<file path="src/rtl/input_conditioner.sv">
// input_conditioner: synchronizes and debounces slide switches and KEY pushbuttons, with press pulse and sticky capture
module input_conditioner #(
    parameter int NUM_SW          = 10,
    parameter int NUM_KEY         = 4,
    parameter int DEBOUNCE_CYCLES = 500000,
    parameter int CNT_W           = 19
) (
    input  logic               clk_clk,
    input  logic               reset_reset_n,
    input  logic [NUM_SW-1:0]  sw_raw,
    input  logic [NUM_KEY-1:0] key_n_raw,
    input  logic [NUM_KEY-1:0] edge_clear,
    output logic [NUM_SW-1:0]  switches_export,
    output logic [NUM_KEY-1:0] pushbuttons_export,
    output logic [NUM_KEY-1:0] key_press_pulse,
    output logic [NUM_KEY-1:0] key_edge_capture
);
    // Switches and keys share one debounce datapath: keys occupy the upper bits.
    localparam int N = NUM_SW + NUM_KEY;
    // Keys idle released (1), switches idle low.
    localparam logic [N-1:0] RST_VAL = {{NUM_KEY{1'b1}}, {NUM_SW{1'b0}}};
    localparam logic [CNT_W-1:0] CNT_MAX = CNT_W'(DEBOUNCE_CYCLES - 1);

    logic [N-1:0]       sync1_q, sync1_d, sync2_q, sync2_d, stable_q, stable_d;
    logic [CNT_W-1:0]   cnt_q [N];
    logic [CNT_W-1:0]   cnt_d [N];
    logic [NUM_KEY-1:0] pulse_q, pulse_d, capture_q, capture_d;

    // Synchronizer feed, per-bit debounce counters, press detection and sticky capture.
    always_comb begin
        sync1_d  = {key_n_raw, sw_raw};
        sync2_d  = sync1_q;
        stable_d = stable_q;
        for (int i = 0; i < N; i++) begin
            cnt_d[i] = cnt_q[i] + CNT_W'(1);
            if (sync2_q[i] == stable_q[i]) begin
                cnt_d[i] = '0;
            end else if (cnt_q[i] == CNT_MAX) begin
                stable_d[i] = sync2_q[i];
                cnt_d[i]    = '0;
            end
        end
        pulse_d   = stable_q[N-1:NUM_SW] & ~stable_d[N-1:NUM_SW];
        capture_d = pulse_q | (capture_q & ~edge_clear);
    end

    // State registers; asynchronous reset drops any partial debounce count.
    always_ff @(posedge clk_clk or negedge reset_reset_n) begin
        if (!reset_reset_n) begin
            sync1_q   <= RST_VAL;
            sync2_q   <= RST_VAL;
            stable_q  <= RST_VAL;
            for (int i = 0; i < N; i++) cnt_q[i] <= '0;
            pulse_q   <= '0;
            capture_q <= '0;
        end else begin
            sync1_q   <= sync1_d;
            sync2_q   <= sync2_d;
            stable_q  <= stable_d;
            for (int i = 0; i < N; i++) cnt_q[i] <= cnt_d[i];
            pulse_q   <= pulse_d;
            capture_q <= capture_d;
        end
    end

    assign switches_export    = stable_q[NUM_SW-1:0];
    assign pushbuttons_export = stable_q[N-1:NUM_SW];
    assign key_press_pulse    = pulse_q;
    assign key_edge_capture   = capture_q;
endmodule

</file>
<file path="config.mk">
export PLATFORM = sky130hd
export DESIGN_NAME = input_conditioner
export DESIGN_NICKNAME = d
export VERILOG_FILES = /design/src/rtl/input_conditioner.sv
export SDC_FILE = /design/constraint.sdc
export NUM_CORES = 1
export LEC_CHECK = 0
export BUFFER_PORTS_ARGS = -buffer_cell sky130_fd_sc_hd__buf_4
export CORE_ASPECT_RATIO = 0.9
export CORE_MARGIN = 2
export CORE_UTILIZATION = 45
export DETAILED_ROUTE_END_ITERATION = 12
export SYNTH_ARGS = -nofsm -noshare
export SYNTH_HDL_FRONTEND = slang
export SYNTH_SLANG_ARGS = --single-unit
</file>
<file path="constraint.sdc">
create_clock -name clk_clk -period 2.93 [get_ports clk_clk]
set_input_delay 0.1465 -clock clk_clk [delete_from_list [all_inputs] [get_ports clk_clk]]
set_output_delay 0.1465 -clock clk_clk [all_outputs]
set_load 0.05 [all_outputs]
</file>
* Word-level counts from Yosys, hierarchy flattened
Cells that the tools add are included.
** Cells by class
- $add $sub $neg :: 14
- Equality and inequality tests :: 28
- Mux-type cells :: 36
- Bitwise logic cells :: 15
- Reductions and logical operators :: 10
** Operators with widths (number)
- 19-bit 2-to-1 mux :: 28
- 19-bit by 1-bit adder with 19-bit output (second input constant) :: 14
- 19-bit == test (second input constant) :: 14
- 2-bit AND reduction :: 10
- 1-bit == test :: 14
- 1-bit NOT :: 10
- 4-bit bitwise AND :: 2
- 1-bit 2-to-1 mux :: 8
- 4-bit NOT :: 2
- 4-bit OR :: 1
** Word-level totals
- Register bits :: 316
- Input port bits :: 20

* Depth between registers and ports, before layout
Gate-level depths: netlist of run 1.
- Depth after elaboration :: 5
- Mapped depth :: 6

* Worst setup path before layout of run 1
No wires, ideal clock.
- Kind :: flip-flop to flip-flop
- From :: register cnt_q[126] (netlist name)
- To :: register stable_q[7]
- Arrival time :: 1.918 ns
- Data required time :: 2.805 ns
- Slack :: 0.887 ns
- Stages on the path, launching flop included :: 5
- Path buffers :: 0
- Path through :: dfrtp_1 or4_1 or4_1 nor2_1 mux2_2
** On the way
- Cells in the longest elaborated chain, start to end :: 2
** Ends and longest elaborated chain
- start, declared :: line 25 : logic [CNT_W-1:0] cnt_q [N];
- 19-bit == test :: line 38 : end else if (cnt_q[i] == CNT_MAX) begin
- 2-bit AND reduction (no source line)
- end signal, assigned :: line 59 : stable_q <= stable_d;
- end, declared :: line 24 : logic [N-1:0] sync1_q, sync1_d, sync2_q, sync2_d, stable_q, stable_d;
Every way passes these cells.
A chain may end at the register's enable or synchronous reset.

==> results.cfg, run 1 <==
[power]
p_leak_uw = 0.00684
vdd_drop_max_uv = 448
finalPower_uw = 9370
powerDensity_nw_per_um2 = 544

[die]
io_pins = 42
dieHeight_microns = 177
fp-row-count = 63
die_width_microns = 196
start_util = 0.455
core-area_sq_um = 32900
die_area_sq_um = 34700

[timing]
slew_viol_final = 0
finalHoldViolCount = 0
finalCritPeriodShare = 0.754
max_clock_freq_ghz = 0.452
clock_skew_ns = 0.0106
tns_ns = 0
post-route-min-period_ns = 2.21
worst_slew_pin_slew_ns = 0.721
slew_headroom = 0.519
setup_viol = 0
rsz0062_at_grt = no

[synthesis]
avgSynthCellArea_sq_um = 10.1
yosys_warnings = 0
async_reset_ff_frac = 1.00
syn_nets = 1515
synth_ff_type = dfrtp_1
synth_top_area_share = 0.509
synth-edff-count = 0
postSynthCellCount = 1481
synth_top_cell_by_area = dfrtp_1
ys_seq_area_frac = 0.530
synth.area.top_cells = dfrtp_1, xnor2_1, nor2_1
synth-seq-cells = 316
synth_area_sq_um = 14900
synth_cell_type_count = 50

[grt]
grt_most_used_layer = met2
grtUsageMet1 = 0.240
grt_pass1_vias = 10647
grt_usage = 0.169
use_met3 = 0.0293
grt_max_degree = 90
grt-ovfl-total = 0
antenna_found_initial = 0
grt_pass1_wl_microns = 50000
grt_use_met2 = 0.268

[setup_path]
critPathBufInv = 0
ff2ff_path_depth = 4
crit_path_cell_trace = or4_1 > or4_1 > o21ai_4 > a21oi_1
crit_fanout = 18
regToRegSetupSlack_ns = 0.72
r2r_end = cnt_q[203]$_DFF_PN0_
crit_type = reg -> reg
max_stage_delay_ns = 0.58
cpMostUsedCell = or4_1
crit_path_start_kind = flop
cpLargestDelayFamily = simple AND/OR/NAND/NOR gates
cp.required_ns = 3.29
critPathSlowestCell = or4_1
timing.rr.start = cnt_q[202]$_DFF_PN0_
critical_path_arrival_ns = 2.57
endpoint_kind = flop

[cells_and_area]
final_cell_mix = dfrtp_1, nor2_1, xnor2_1
seq_area_sq_um = 7920
area_delta_synth_final_pct = 15.3
layout_commonest_cell = dfrtp_1
multi_input_area_sq_um = 6680
nFillCells = 2957
fin_nets = 1607
drive_gt1_frac = 0.118
diodes = 0

[place]
hpwlAfterDp_microns = 18100
gp_congestion = 0.785
io_buffer_count = 41

[clocking]
root_buffer = clkbuf_16
path_clk_slew_ns = 0.06
cts_setup_buffers = 0
worstSkewPairLatency_ns = 0.51
htreeDepth = 2
cts_buffers = 36
cts_tree = yes
clockBufferDepth = 3
cts.sinks = 316

[run]
max-cap-violations = 0

[detailed_routing]
ant_nets = 0
via_count = 10758
viasPerCell = 5.33
drc = 0
routed_wl_microns = 27800
drt_iter0_drc = 558
dr.pass1.iters = 4
routedWlPerCell_microns = 13.8

[status]
status = complete, no violations

[worst_hold_path]
worstHoldPathType = in -> async
[cells in the mapped netlist, drive strengths merged, types with 2 or more instances]
cell,number
or2,14
nor3,42
a21o,4
dfrtp,304
o41ai,2
xnor2,138
or4,44
inv,60
and3,7
nor2,226
xor2,50
nand2,84
dfstp,12
and2,12
or4bb,2
ha,14
or3b,3
a21oi,64
o31ai,30
a31o,3
nor4,50
nand2b,6
nand4,60
nand3,83
mux2,14
nor4b,7
buf,9
clkbuf,16
o21ai,41
or3,50
or4b,8
nor3b,2
nand3b,5
and4,9
[area by class of cell]
class	instances	area share
Clock buffer	51	0.0614
Sequential cell	316	0.460
Clock inverter	10	0.00871
Multi-Input combinational cell	1080	0.387
Timing Repair Buffer	79	0.0391
Tap cell	422	0.0306
Inverter	60	0.0131
[kinds of logic after synthesis]
family / synth area share
flip-flops: 0.530
AO/OA/AOI/OAI: 0.0618
AND/OR/NAND/NOR: 0.252
buffers and inverters: 0.0237
XOR/XNOR: 0.110
multiplexers: 0.0105
adder cells (fa/ha/maj): 0.0117
[through the flow]
step	hold WS [ns]	instance area, sq um	instances	setup slack (ns)	util
after floorplan	-0.149	14900	1481	0.887	-
after CTS	0.249	17200	2018	0.706	0.524
after global placement	0.211	15800	1938	0.756	0.482
after detailed placement	0.218	15800	1938	0.723	0.482
final	0.243	17200	2018	0.720	0.524
after global routing	0.266	17200	2018	0.582	0.524
[worst max path at each step]
stage                              start                       to  slack [ns]  cells after the start
floorplan           cnt_q[126]$_DFF_PN0_  stable_q[7]$_DFFE_PN0P_        0.89                      4
global placement    cnt_q[202]$_DFF_PN0_     cnt_q[192]$_DFF_PN0_        0.76                      4
detailed placement  cnt_q[202]$_DFF_PN0_     cnt_q[199]$_DFF_PN0_        0.72                      4
CTS                 cnt_q[202]$_DFF_PN0_     cnt_q[197]$_DFF_PN0_        0.71                      4
global route        cnt_q[163]$_DFF_PN0_     cnt_q[162]$_DFF_PN0_        0.58                      4
finish              cnt_q[202]$_DFF_PN0_     cnt_q[203]$_DFF_PN0_        0.72                      4
[state kept, by name (all words and copies together), names as in the netlist]
signal,cells
cnt_q,266
stable_q,14
sync1_q,14
sync2_q,14
key_edge_capture,4
key_press_pulse,4
[worst reg2reg max path: stages, from the launching register on]
cell,delay (ns)
dfrtp_1,0.43
or4_1,0.52
or4_1,0.58
o21ai_4,0.43
a21oi_1,0.11
[timing repair]
| action | 4_1_cts | 5_1_grt |
|---|---|---|
| gates resized for setup | 0 | 0 |
| hold buffers | 19 | 0 |
| endpoints found under the hold margin | 101 | 0 |
[report_power, final]
group          leakage, uW  total (uW)  switching (uW)  internal (uW)
registers          0.00429        4500            61.5           4440
clock network     0.000601        4560            1710           2850
logic              0.00195         313             206            107
total              0.00684        9370            1980           7400
[metal layers]
metal,vias to the layer above,wire (microns)
met5,-,0
met4,0,510
met3,37,945
met2,114,12300
met1,5200,14000
li1,5407,-
No activity file was read; power rests on OpenSTA's default activity.
==> run 2, diff against run 1 <==
==> constraint.sdc (replaced) <==
create_clock -name clk_clk -period 2 [get_ports clk_clk]
set_input_delay 0.1 -clock clk_clk [delete_from_list [all_inputs] [get_ports clk_clk]]
set_output_delay 0.1 -clock clk_clk [all_outputs]
set_load 0.05 [all_outputs]
==> run 2 against run 1 <==
Compared with the run above: fmax is 11% higher; cell count up 7.1%; routed wire length rose by 5.7%; hold slack got worse by 0.13 ns; sequential share of layout area is 3.3 points lower; sequential power grew 46%; non-clock buffer count grew 141; clock power increased by 49%; count of clock-buffer cells in the layout increased by 1; setup slack lost 0.71 ns; first-iteration DRC count down 3.8%; via count is 4.8% higher; highest routed layer unchanged.
==> results.cfg, run 2 (synthesized netlist as in run 1, its figures left out) <==
[status]
status = complete, no violations

[setup_path]
max_stage_delay_ns = 0.55
critPathSlowestCell = or4_4
endpoint_kind = flop
cpLargestDelayFamily = simple AND/OR/NAND/NOR gates
crit_path_start_kind = flop
crit_type = reg -> reg
crit_path_cell_trace = or4_1 > or4_4 > nor2_2 > mux2_4
critPathBufInv = 0
crit_fanout = 2
cp.required_ns = 2.38
critical_path_arrival_ns = 2.38

[die]
start_util = 0.455
die_width_microns = 196
core-area_sq_um = 32900
dieHeight_microns = 177
io_pins = 42
die_area_sq_um = 34700
fp-row-count = 63

[grt]
grt_pass1_wl_microns = 51900
antenna_found_initial = 0
grt_max_degree = 56
grt_pass1_vias = 11086
grt-ovfl-total = 0
grt_usage = 0.176

[cells_and_area]
regMostFlops = cnt_q
drive_gt1_frac = 0.206
nFillCells = 2796
largest_register_ffs = 266
seq_area_sq_um = 7930
final_cell_mix = dfrtp_1, nor2_1, buf_4
layout_commonest_cell = dfrtp_1
multi_input_area_sq_um = 6800
area_delta_synth_final_pct = 24.1
diodes = 0
fin_nets = 1747

[run]
max-cap-violations = 0

[timing]
setup_viol = 0
finalCritPeriodShare = 0.997
clock_skew_ns = 0.0116
max_clock_freq_ghz = 0.502
slew_viol_final = 0
fin_ws_ns = 0.00667
worst_slew_pin_slew_ns = 0.565
tns_ns = 0
rsz0062_at_grt = yes
slew_headroom = 0.620
finalHoldViolCount = 0
post-route-min-period_ns = 1.99

[worst_hold_path]
worstHoldPathType = in -> async

[clocking]
cts_tree = yes
clockBufferDepth = 3
htreeDepth = 2
cts_buffers = 35
worstSkewPairLatency_ns = 0.51
cts.sinks = 316
path_clk_slew_ns = 0.06
root_buffer = clkbuf_16

[power]
intPower_uw = 11000
clock_power_share = 0.489
comb_power_share = 0.040
p_leak_uw = 0.00759
powerDensity_nw_per_um2 = 752
switchingPower_uw = 2970
sw_frac_of_total = 0.213
p_seq_frac = 0.472
vdd_drop_max_uv = 562

[detailed_routing]
routed_wl_microns = 29400
routedWlPerCell_microns = 13.6
dr.pass1.iters = 5
viasPerCell = 5.22
ant_nets = 0
drt_iter0_drc = 537
via_count = 11279
drc = 0

[place]
gp_congestion = 0.822
place_ws_ns = -0.0211
io_buffer_count = 41
hpwlAfterDp_microns = 20000
-- run 2: worst paths after layout --
kind,start,end,slack [ns],cells past startpoint
min in group clk_clk,key_n_raw[2],sync1_q[12]$_DFF_PN1_,0.23,2
max reg2reg,cnt_q[182]$_DFF_PN0_,stable_q[4]$_DFFE_PN0P_,0.007,4
min,reset_reset_n,cnt_q[212]$_DFF_PN0_,0.12,2
max,cnt_q[182]$_DFF_PN0_,stable_q[4]$_DFFE_PN0P_,0.007,4
min reg2reg,sync1_q[5]$_DFF_PN0_,sync2_q[5]$_DFF_PN0_,0.35,0
max in group asynchronous,reset_reset_n,cnt_q[41]$_DFF_PN0_,1.07,3
-- run 2: stage by stage --
| stage | utilization | hold slack [ns] | cells | power (uW) | cell area (sq um) |
|---|---|---|---|---|---|
| 3_3_place_gp | 0.516 | 0.0541 | 2075 | 7210 | 17000 |
| 6_report | 0.564 | 0.116 | 2161 | 13900 | 18600 |
| 2_1_floorplan | - | -0.196 | 1481 | 6900 | 15000 |
| 4_1_cts | 0.560 | 0.111 | 2157 | 14200 | 18400 |
| 3_5_place_dp | 0.516 | 0.0529 | 2075 | 7220 | 17000 |
| 5_1_grt | 0.564 | 0.138 | 2161 | 14500 | 18600 |
-- run 2: worst register-to-register path: stages (launching register included) --
cell	delay, ns
dfrtp_1	0.38
or4_1	0.52
or4_4	0.55
nor2_2	0.14
mux2_4	0.30
-- run 2: power groups by stage --
stage / logic, uW / registers [uW] / clock network, uW
detailed placement: 532 / 6690 / 0
floorplan: 219 / 6680 / 0
CTS: 563 / 6580 / 7040
global route: 642 / 6590 / 7280
global placement: 520 / 6690 / 0
finish: 557 / 6580 / 6810
-- run 2: per-layer routing --
layer	GRT usage	part of all wire	up-vias
li1	-	-	5698
met1	0.254	0.50	5428
met2	0.278	0.45	107
met3	0.0276	0.030	46
met4	0.0467	0.020	0
met5	0	0	-
-- run 2: final cells by class --
cell class | count | share of cell area
inverter | 60 | 0.0121
sequential | 316 | 0.427
clock buffer | 52 | 0.0562
tap | 422 | 0.0285
timing repair buffer | 220 | 0.0993
multi-input combinational | 1080 | 0.367
clock inverter | 11 | 0.0101
-- run 2: what timing repair did --
| item | CTS | global route |
|---|---|---|
| resized for setup | 6 | 33 |
| pin swaps | 2 | 8 |
| buffers inserted | 0 | 3 |
| endpoints found under the hold margin | 255 | 0 |
| endpoints found under the setup margin | 5 | 76 |
| cloned | 0 | 1 |
| hold buffers | 19 | 0 |
==> run 3, diff against run 2 <==
--- a/config.mk
+++ b/config.mk
@@ -8,8 +8,9 @@
 export BUFFER_PORTS_ARGS = -buffer_cell sky130_fd_sc_hd__buf_4
 export CORE_ASPECT_RATIO = 0.9
 export CORE_MARGIN = 2
-export CORE_UTILIZATION = 45
+export CORE_UTILIZATION = 56
 export DETAILED_ROUTE_END_ITERATION = 12
+export PLACE_DENSITY_LB_ADDON = 0.05
 export SYNTH_ARGS = -nofsm -noshare
 export SYNTH_HDL_FRONTEND = slang
 export SYNTH_SLANG_ARGS = --single-unit
==> run 3 against run 2 <==
Compared with the run above: combinational power down 4.1%; routed wire length rose by 2.3%; sequential power about the same; first-iteration DRC count is 4.1% higher; critical endpoint is now stable_q[5]$_DFFE_PN0P_; global-route usage grew 4.6 points; largest power group unchanged; largest cell class unchanged.
==> results.cfg, run 3 (synthesized netlist as in run 1, its figures left out) <==
[setup_path]
crit_path_start_kind = flop
critPathBufInv = 0
ff2ff_path_depth = 4
crit_fanout = 2
crit_path_cell_trace = or4b_1 > or4_4 > nor2_4 > mux2_2
max_stage_delay_ns = 0.57
cpLargestDelayFamily = simple AND/OR/NAND/NOR gates
path_depth = 4
critical_path_arrival_ns = 2.39
endpoint_kind = flop
crit_type = reg -> reg
critPathSlowestCell = or4_4
cp.required_ns = 2.39

[power]
vdd_drop_max_uv = 659
p_leak_uw = 0.00754
p_seq_frac = 0.473
intPower_uw = 10900
switchingPower_uw = 3030
comb_power_share = 0.038
sw_frac_of_total = 0.218
powerDensity_nw_per_um2 = 758
clock_power_share = 0.488

[status]
status = complete, no violations

[grt]
grt-ovfl-total = 0
antenna_found_initial = 0
grt_max_degree = 64
grt_pass1_vias = 11737
grt_pass1_wl_microns = 53300
grt_usage = 0.222

[detailed_routing]
dr.pass1.iters = 5
viasPerCell = 5.52
routedWlPerCell_microns = 14.5
drc = 0
drt_iter0_drc = 559
routed_wl_microns = 30100
via_count = 11481
ant_nets = 0

[clocking]
root_buffer = clkbuf_16
cts_tree = yes
worstSkewPairLatency_ns = 0.53
clockBufferDepth = 3
path_clk_slew_ns = 0.06
htreeDepth = 2
cts_buffers = 36
cts.sinks = 316

[timing]
rsz0062_at_grt = yes
slew_headroom = 0.667
clock_skew_ns = 0.0192
slew_viol_final = 0
max_clock_freq_ghz = 0.502
finalHoldViolCount = 0
setup_viol = 0
worst_slew_pin_slew_ns = 0.499
post-route-min-period_ns = 1.99
hold_slack_ns = 0.115
finalCritPeriodShare = 0.996

[die]
io_pins = 42
die_area_sq_um = 28000
fp-row-count = 56
die_width_microns = 176
start_util = 0.572
dieHeight_microns = 159
core-area_sq_um = 26100

[cells_and_area]
regMostFlops = cnt_q
largest_register_ffs = 266
drive_gt1_frac = 0.204
diodes = 0
stdcell_count = 2079
layout_commonest_cell = dfrtp_1
area_delta_synth_final_pct = 22.8
final_cell_mix = dfrtp_1, nor2_1, buf_4
fin_nets = 1738

[place]
dpl.cell_count = 1993
gp_congestion = 0.827
hpwlAfterDp_microns = 20200
io_buffer_count = 41

[run]
max-cap-violations = 0

[worst_hold_path]
worstHoldPathType = in -> async
[run 3: changes by cell type in the layout (fill, tap and decap cells not counted), sizes merged]
| cell | before | now |
|---|---|---|
| inv | 60 | 62 |
| clkinv | 3 | 8 |
| bufinv | 5 | 4 |
| buf | 201 | 191 |
| clkbuf | 52 | 48 |
[run 3: path summary, 6_finish.rpt]
path	start	to	slack, ns
setup / recovery	cnt_q[166]$_DFF_PN0_	stable_q[5]$_DFFE_PN0P_	0.008
hold / removal	reset_reset_n	cnt_q[224]$_DFF_PN0_	0.11
setup reg to reg	cnt_q[166]$_DFF_PN0_	stable_q[5]$_DFFE_PN0P_	0.008
hold reg to reg	sync1_q[0]$_DFF_PN0_	sync2_q[0]$_DFF_PN0_	0.33
max in group asynchronous	reset_reset_n	stable_q[2]$_DFFE_PN0P_	1.07
min in group clk_clk	sw_raw[7]	sync1_q[7]$_DFF_PN0_	0.23
[run 3: cell type report]
class	instances	area, sq um
fillers	2016	7780
flip-flops and latches	316	7920
well taps	348	435
clock inverters	17	200
clock buffers	48	1040
inverters	60	225
multi-input cells	1080	6790
repair buffers	210	1740
[run 3: power groups by stage]
stage | clock [uW] | combinational (uW) | sequential, uW
4_1_cts | 6970 | 547 | 6580
5_1_grt | 7230 | 617 | 6590
2_1_floorplan | 0 | 219 | 6680
6_report | 6800 | 534 | 6580
3_5_place_dp | 0 | 514 | 6700
3_3_place_gp | 0 | 502 | 6690
[run 3: stage by stage]
step	utilization	worst slack, ns	cell area [sq um]	TNS (ns)	power [uW]
after global routing	0.702	-0.0679	18400	-1.42	14400
final	0.702	0.00823	18400	0	13900
after global placement	0.643	-0.0243	16800	-0.0277	7190
after detailed placement	0.643	-0.0370	16800	-0.0758	7210
after CTS	0.699	-0.0196	18300	-0.0567	14100
after floorplan	-	-0.00665	15000	-0.00665	6900
[run 3: repair_timing]
| action | CTS | global route |
|---|---|---|
| setup buffers | 0 | 2 |
| cloned | 0 | 0 |
| gates resized for setup | 7 | 22 |
| endpoints found under the hold margin | 229 | 0 |
| hold buffers | 19 | 0 |
| pin swaps | 7 | 8 |
| setup endpoints to repair | 9 | 81 |
[run 3: metal layers]
layer  vias to the layer above  GRT usage  wire (microns)
li1                       5671          -               -
met1                      5598      0.312           14400
met2                       169      0.365           14200
met3                        43     0.0332            1010
met4                         0     0.0579             526
met5                         -          0               0
